File: src/rtl/fetch_buffer.sv
// -----------------------------------------------------------------------------
// fetch_buffer
//   Instruction queue between fetch and decode. Holds {pc, instruction,
//   kanata id} entries in a DEPTH-entry circular array and presents the
//   oldest one to decode with first-word fall-through. ready_o acts as the
//   fetch stall and depends only on stored state, so decode backpressure
//   never combinationally reaches fetch. A taken branch (flush_i) empties
//   the queue in one cycle.
//
// Ports
//   clk_i        : clock, all state updates on the rising edge
//   rstn_i       : asynchronous active-low reset
//   flush_i      : taken branch / redirect, empties the buffer
//   valid_i      : fetch presents an instruction
//   pc_i         : PC of the presented instruction
//   instr_i      : presented instruction word
//   kanata_id_i  : trace id of the presented instruction
//   ready_o      : buffer can accept a push this cycle (fetch stall = ~ready_o)
//   valid_o      : head entry valid for decode
//   pc_o         : head PC (0 when empty)
//   instr_o      : head instruction (0 when empty)
//   kanata_id_o  : head trace id (0 when empty)
//   ready_i      : decode consumes the head this cycle
//   count_o      : current occupancy, 0..DEPTH
// -----------------------------------------------------------------------------
module fetch_buffer #(
    parameter int DEPTH = 4,
    parameter int CNT_W = $clog2(DEPTH) + 1
) (
    input  logic             clk_i,
    input  logic             rstn_i,
    input  logic             flush_i,
    input  logic             valid_i,
    input  logic [31:0]      pc_i,
    input  logic [31:0]      instr_i,
    input  logic [31:0]      kanata_id_i,
    output logic             ready_o,
    output logic             valid_o,
    output logic [31:0]      pc_o,
    output logic [31:0]      instr_o,
    output logic [31:0]      kanata_id_o,
    input  logic             ready_i,
    output logic [CNT_W-1:0] count_o
);

    localparam int IDX_W = $clog2(DEPTH);
    localparam logic [IDX_W:0] PTR_ONE = {{IDX_W{1'b0}}, 1'b1};
    localparam logic [CNT_W-1:0] CNT_ONE = {{(CNT_W-1){1'b0}}, 1'b1};

    // Storage; contents are never cleared, validity comes from the pointers.
    logic [31:0] pc_mem_r    [DEPTH];
    logic [31:0] instr_mem_r [DEPTH];
    logic [31:0] id_mem_r    [DEPTH];

    // Pointers carry one extra wrap bit above the index.
    logic [IDX_W:0]   wr_ptr_r;
    logic [IDX_W:0]   rd_ptr_r;
    logic [CNT_W-1:0] count_r;

    logic empty_s;
    logic full_s;
    logic push_s;
    logic pop_s;

    assign empty_s = (wr_ptr_r == rd_ptr_r);
    assign full_s  = (wr_ptr_r[IDX_W-1:0] == rd_ptr_r[IDX_W-1:0]) &&
                     (wr_ptr_r[IDX_W] != rd_ptr_r[IDX_W]);

    // Full is judged before any same-cycle pop, so a full buffer refuses
    // a push even while decode drains it.
    assign ready_o = ~full_s;
    assign valid_o = ~empty_s;
    assign count_o = count_r;

    assign push_s = valid_i & ready_o & ~flush_i;
    assign pop_s  = valid_o & ready_i & ~flush_i;

    // Pointer and occupancy registers.
    always_ff @(posedge clk_i or negedge rstn_i) begin
        if (!rstn_i) begin
            wr_ptr_r <= {(IDX_W+1){1'b0}};
            rd_ptr_r <= {(IDX_W+1){1'b0}};
            count_r  <= {CNT_W{1'b0}};
        end else if (flush_i) begin
            wr_ptr_r <= {(IDX_W+1){1'b0}};
            rd_ptr_r <= {(IDX_W+1){1'b0}};
            count_r  <= {CNT_W{1'b0}};
        end else begin
            if (push_s) begin
                wr_ptr_r <= wr_ptr_r + PTR_ONE;
            end
            if (pop_s) begin
                rd_ptr_r <= rd_ptr_r + PTR_ONE;
            end
            case ({push_s, pop_s})
                2'b10:   count_r <= count_r + CNT_ONE;
                2'b01:   count_r <= count_r - CNT_ONE;
                default: count_r <= count_r;
            endcase
        end
    end

    // Entry write on push.
    always_ff @(posedge clk_i) begin
        if (push_s) begin
            pc_mem_r[wr_ptr_r[IDX_W-1:0]]    <= pc_i;
            instr_mem_r[wr_ptr_r[IDX_W-1:0]] <= instr_i;
            id_mem_r[wr_ptr_r[IDX_W-1:0]]    <= kanata_id_i;
        end
    end

    // Head presentation, forced to zero while empty.
    always_comb begin
        pc_o        = 32'h0000_0000;
        instr_o     = 32'h0000_0000;
        kanata_id_o = 32'h0000_0000;
        if (valid_o) begin
            pc_o        = pc_mem_r[rd_ptr_r[IDX_W-1:0]];
            instr_o     = instr_mem_r[rd_ptr_r[IDX_W-1:0]];
            kanata_id_o = id_mem_r[rd_ptr_r[IDX_W-1:0]];
        end else begin
            pc_o        = 32'h0000_0000;
            instr_o     = 32'h0000_0000;
            kanata_id_o = 32'h0000_0000;
        end
    end

endmodule

File: config.mk
export PLATFORM = sky130hd
export DESIGN_NAME = fetch_buffer
export DESIGN_NICKNAME = d
export VERILOG_FILES = /design/src/rtl/fetch_buffer.sv
export SDC_FILE = /design/constraint.sdc
export NUM_CORES = 1
export LEC_CHECK = 0
export ABC_AREA = 1
export CAP_MARGIN = 20
export CORE_MARGIN = 2
export CORE_UTILIZATION = 57
export CTS_BUF_LIST = sky130_fd_sc_hd__clkbuf_8
export DETAILED_ROUTE_END_ITERATION = 10
export PLACE_DENSITY = 0.92
export SYNTH_ARGS = -nofsm -noshare
export SYNTH_HDL_FRONTEND = slang
export SYNTH_SLANG_ARGS = --single-unit
File: constraint.sdc
create_clock -name clk_i -period 7.22 [get_ports clk_i]
set_input_delay 1.083 -clock clk_i [delete_from_list [all_inputs] [get_ports clk_i]]
set_output_delay 1.083 -clock clk_i [all_outputs]
set_load 0.05 [all_outputs]
# --- After elaboration in Yosys (flattened, before gate mapping) ---
# Memory sizes are Yosys's and may differ from the RTL's.
# Index checks and enable logic that the tools add are counted.
op_classes:
  n_addsub: 4
  eq_ne: 5
  n_mux: 11
  bitwise_logic: 7
  n_reduce_logical: 4
op_table:
  columns: ["operator", "n"]
  rows:
  - ["32-bit two-way mux", 3]
  - ["3-bit two-way mux", 5]
  - ["3-bit by 1-bit adder with 3-bit output, second input constant", 3]
  - ["3-bit case mux with 2 select lines", 1]
  - ["1-bit bitwise AND", 4]
  - ["2-bit nonzero test", 2]
  - ["3-bit == test", 1]
  - ["1-bit NOT", 3]
  - ["3-bit nonzero test", 1]
  - ["3-bit by 1-bit subtractor with 3-bit output, second input constant", 1]
  - ["2-bit by 1-bit == test with 1-bit output, second input constant", 1]
  - ["2-bit == test", 1]
  - ["2-bit == test, second input constant", 1]
  - ["1-bit two-way mux", 2]
  - ["1-bit logical AND", 1]
  - ["1-bit inequality test", 1]
totals:
  reg_bits: 9
  ramBits: 384
  out_inout_bits: 101
  elab_cells: 37
  n_memories: 3
mem_list:
  columns: ["name", "depth", "width", "read_ports", "rd_ports_with_merged_regs", "wr", "line_no", "source"]
  rows:
  - ["id_mem_r", 4, 32, 1, 0, 1, "53", "logic [31:0] id_mem_r [DEPTH];"]
  - ["instr_mem_r", 4, 32, 1, 0, 1, "52", "logic [31:0] instr_mem_r [DEPTH];"]
  - ["pc_mem_r", 4, 32, 1, 0, 1, "51", "logic [31:0] pc_mem_r [DEPTH];"]

# --- Longest topological paths before layout ---
depth:
  word_depth: 8
  ltp_mapped: 14

# --- Worst setup path after synthesis ---
# Ideal clock, no wire load.
synth_path:
  kind: "input to register"
  start: "in flush_i"
  end: "mem id_mem_r[0][0] (enable)"
  setup_ps: 552
  t_arrival_ps: 5414
  t_required_ps: 6668
  setup_slack_ps: 1254
  path_stages: 3
  path_buffers: 0
  cell_sequence: "inv_1 > nand3_1 > nor2_1"
synth_between:
  elab_chain_cells: 4
synth_rtl:
  columns: ["element", "line_no", "source"]
  rows:
  - ["start: declaration", "32", "input logic flush_i,"]
  - ["1-bit NOT", "75", "assign push_s = valid_i & ready_o & ~flush_i;"]
  - ["1-bit bitwise AND", "75", null]
  - ["1-bit two-way mux", "105", "if (push_s) begin"]
  - ["1-bit two-way mux (implied by the code)", "108", "id_mem_r[wr_ptr_r[IDX_W-1:0]] <= kanata_id_i;"]
  - ["end: declaration", "53", null]
# No other way between the ends.

# --- Worst setup path after layout ---
layout_path:
  start: "reg rd_ptr_r[0]"
  end: "out instr_o[31]"
layout_between:
  elab_chain_cells: 2
layout_rtl:
  columns: ["element", "line_no", "source"]
  rows:
  - ["start: declaration", "57", "logic [IDX_W:0] rd_ptr_r;"]
  - ["start signal: assignment", "82", "rd_ptr_r <= {(IDX_W+1){1'b0}};"]
  - ["start signal: assignment", "86", "rd_ptr_r <= {(IDX_W+1){1'b0}};"]
  - ["start signal: assignment", "93", "rd_ptr_r <= rd_ptr_r + PTR_ONE;"]
  - ["memory 4 x 32 bit / 3-bit == test (equally long branches)", null, null]
  - ["32-bit two-way mux (*)", "117", "if (valid_o) begin"]
  - ["end: declaration", "40", "output logic [31:0] instr_o,"]
# Every way passes the cells marked *; elsewhere a longest branch is shown, timed or not.

==> metrics.log <==
INFO  metric timing.critical_path.max_delay_family = buffers and inverters
INFO  metric place_hpwl = 18.8 mm
INFO  metric grt_util_all_layers = 0.234
INFO  metric count_of_hold_buffers_inserted_by_post_cts_repair = 0
INFO  metric pin_count_of_the_biggest_net_entering_global_routing = slightly above 100
INFO  metric cts-root-to-sink-buffers = 3
INFO  metric numClockSinks = 393
INFO  metric initial_utilization = 0.578
INFO  metric drt_via_density = around 5.6
INFO  metric drt_drc_violations_left = 0
INFO  metric grt_antenna_before_repair = 1
INFO  metric totalNegativeSetupSlack = 0 ps
INFO  metric syn_area = 15500 sq um
INFO  metric drt-total-wl = 33.5 mm
INFO  metric firstDrtPassIters = 7
INFO  metric fin_crit = 5280 ps
INFO  metric cp.buffers_inverters = 4
INFO  metric max-cap-violations = 0
INFO  metric rr_startpoint = rd_ptr_r[0]
INFO  metric detailedRoute.firstIterationViolations = 1080
INFO  metric achievable-frequency = 189 MHz
INFO  metric final_layout_size_suffix_gt1_frac = 0.0700
INFO  metric min-delay-start = count_o[0]
INFO  metric ys_seq_elements = 393
INFO  metric finalSetupViolations = 0
INFO  metric rsz_0062_raised_after_global_routing = false
INFO  metric synth_cells = 1213
INFO  metric cts-root-buf = sky130_fd_sc_hd__clkbuf_8
INFO  metric synth-warning-count = 0
INFO  metric finalClockSkew = 13.8 ps
INFO  metric status = finished, final reports clean
INFO  metric placedInstanceArea = 17800 sq um
INFO  metric die-width = roughly 170 um
INFO  metric cp_cell_sequence = inv_6, buf_4, o21ai_0, o22ai_1, nand2_1, inv_1, clkdlybuf4s50_1
INFO  metric part_of_the_cycle_the_worst_path_needs = 0.731
INFO  metric report.final.slew_viol_count = 0
INFO  metric worstSetupEndpointType = output port
INFO  metric rows = 60
INFO  metric powerDensity = 306 nW/um^2
INFO  metric wire_per_inst = around 19 um
INFO  metric r2r-end = id_mem_r[1][0]
INFO  metric crit_arrival = 4200 ps
INFO  metric htreeDepth = 2
INFO  metric syn_nets = 1320
INFO  metric hold_path_class = flop to flop
INFO  metric netlist-cell-type-count = 25
INFO  metric tritoncts = yes
INFO  metric worst_path_max_stage_delay = 850 ps
INFO  metric place_congestion = 0.764
INFO  metric crit_start = rd_ptr_r[0]
INFO  metric worst-setup-path-type = flop to output port
INFO  metric netlist_top_cells_count = 384 x sky130_fd_sc_hd__edfxtp_1, 198 x sky130_fd_sc_hd__o21ai_0, 196 x sky130_fd_sc_hd__nor2_1, 122 x sky130_fd_sc_hd__nand2_1, 106 x sky130_fd_sc_hd__inv_1
INFO  metric source_to_sink_clock_delay_at_the_later_pin_of_the_worst_skew_pair = just under 600 ps
INFO  metric place_worst_setup_slack = 2360 ps
INFO  metric synth_area_leader_cell = sky130_fd_sc_hd__edfxtp_1
INFO  metric post-cts-setup-buffers = 0
INFO  metric gr-total-overflow = 0
INFO  metric synthToLayoutAreaGrowth = 21.4%
INFO  metric finalHoldViolCount = 0
INFO  metric timing.critical_path.fanout_max = 100
INFO  metric hold-path-endpoint = count_o[0]
INFO  metric tightestPinTransition = 1070 ps
INFO  metric antenna_cells = 0
INFO  metric antenna_violating_nets_post_route = 0
INFO  metric netlist.area_leader.share = 0.745
INFO  metric total_leakage_power = 7.03 nW
INFO  metric grt_pass1_vias = 10.4k
INFO  metric floorplan.die_area = 28500 sq um
INFO  metric synthTopCellsByArea = sky130_fd_sc_hd__edfxtp_1 74%, sky130_fd_sc_hd__o21ai_0 6.4%, sky130_fd_sc_hd__nor2_1 4.8%
INFO  metric buffer_ports.inserted = between 200 and 250
INFO  metric hold_depth = 2
INFO  metric average_instance_area_after_synthesis = 12.8 sq um
INFO  metric most_frequent_cell_after_synthesis = sky130_fd_sc_hd__edfxtp_1
INFO  metric ff2ff_path_depth = 8
INFO  metric detailroute.via_count = 10.2k
INFO  metric cts-buffers-inserted = 57
INFO  metric timing.critical_path.slowest_stage_cell = sky130_fd_sc_hd__buf_4
INFO  metric core_area = 26800 sq um
INFO  metric power.ir.vdd_worst = 0.293 mV
INFO  metric clock_pin_slew_on_the_worst_setup_and_hold_paths = 60 ps
INFO  metric ys.flop_type = sky130_fd_sc_hd__edfxtp_1
INFO  metric die_y = 169 um
INFO  metric floorplan.io_pins = 202
INFO  metric nNetsFinal = approximately 1.5k
INFO  metric stdcell_area = roughly 19000 sq um
INFO  metric first_pass_grt_wire_length = 52.3 mm
INFO  metric timing.reg2reg.setup_slack = 3500 ps
INFO  metric worstSetupStartpointType = flop
INFO  metric cts-resized-gates = 0
INFO  metric setup_ws_final = 1940 ps
INFO  metric timing.slew.headroom = 0.285
INFO  metric yosysSeqAreaShare = 0.759
INFO  metric postSynth.asyncResetShare = 0.0229
INFO  metric synth_enable_flop_cells = 384
INFO  metric worst-endpoint-required = 6140 ps
==> sequential cells by signal, indices dropped and copies added (netlist names) <==
register,flops
instr_mem_r,128
wr_ptr_r,3
count_o,3
id_mem_r,128
pc_mem_r,128
rd_ptr_r,3
==> cells by family after synthesis <==
group                      share of synthesized area
AOI/OAI and AO/OA                              0.104
adders and majority gates                    0.00533
xor gates and xnor gates                    0.000566
DFF                                            0.759
buffers and inverters                         0.0457
and+or+nand+nor                               0.0848
==> placed cells by master, fill, tap and decap left out, drive strengths merged <==
cell and n:
xnor2 1, clkdlybuf4s50 201, clkinvlp 1, nand2 127, o22ai 96, buf 15
fa 1, clkbuf 59, clkinv 11, dfrtp 9, ha 5, bufinv 1
o21ai 199, edfxtp 384, nor2 199, a21oi 3, nand3 7, inv 138
or2 1
==> power breakdown <==
part / total, mW / leakage, nW / internal (mW) / switching (mW)
Sequential: 2.62 / 3.61 / 2.58 / 0.0421
Clock: 1.56 / 0.618 / 0.790 / 0.769
Combinational: 1.57 / 2.81 / 0.474 / 1.09
==> area by class of cell <==
type | instances | area [sq um]
Multi-Input combinational cell | 639 | 3050
Tap cell | 341 | 427
Inverter | 109 | 414
Fill cell | 1710 | 8000
Sequential cell | 393 | 11800
Clock inverter | 42 | 203
Timing Repair Buffer | 216 | 2140
Clock buffer | 59 | 812
==> how the worst max path moves through the flow <==
stage                           endpoint  slack (ps)  depth (start not counted)
after floorplan           id_mem_r[0][0]        1250                          3
after CTS                       pc_o[22]        1750                          8
final                        instr_o[31]        1940                          7
after global placement    kanata_id_o[6]        2530                          8
after detailed placement        pc_o[22]        2360                          8
after global routing         instr_o[31]        1690                          7
==> routing by layer <==
layer,routed length (um),GRT usage,vias up
met3,2930,0.0496,60
li1,-,-,4716
met5,13,0,-
met2,16600,0.394,489
met1,13400,0.307,4893
met4,665,0.0780,2
==> tightest hold or removal path, stage by stage (launching register included) <==
cell and delay, ps:
sky130_fd_sc_hd__dfrtp_1 410, sky130_fd_sc_hd__nand2_1 70, sky130_fd_sc_hd__o21ai_1 60
==> stage by stage <==
stage,utilization,std cells,power [mW],hold slack [ps]
finish,0.701,1799,5.75,583
global route,0.701,1799,5.98,604
CTS,0.701,1798,5.77,589
detailed placement,0.663,1697,4.22,572
global placement,0.663,1697,4.18,558
floorplan,-,1213,3.69,551
(Power assumes the default switching activity.)
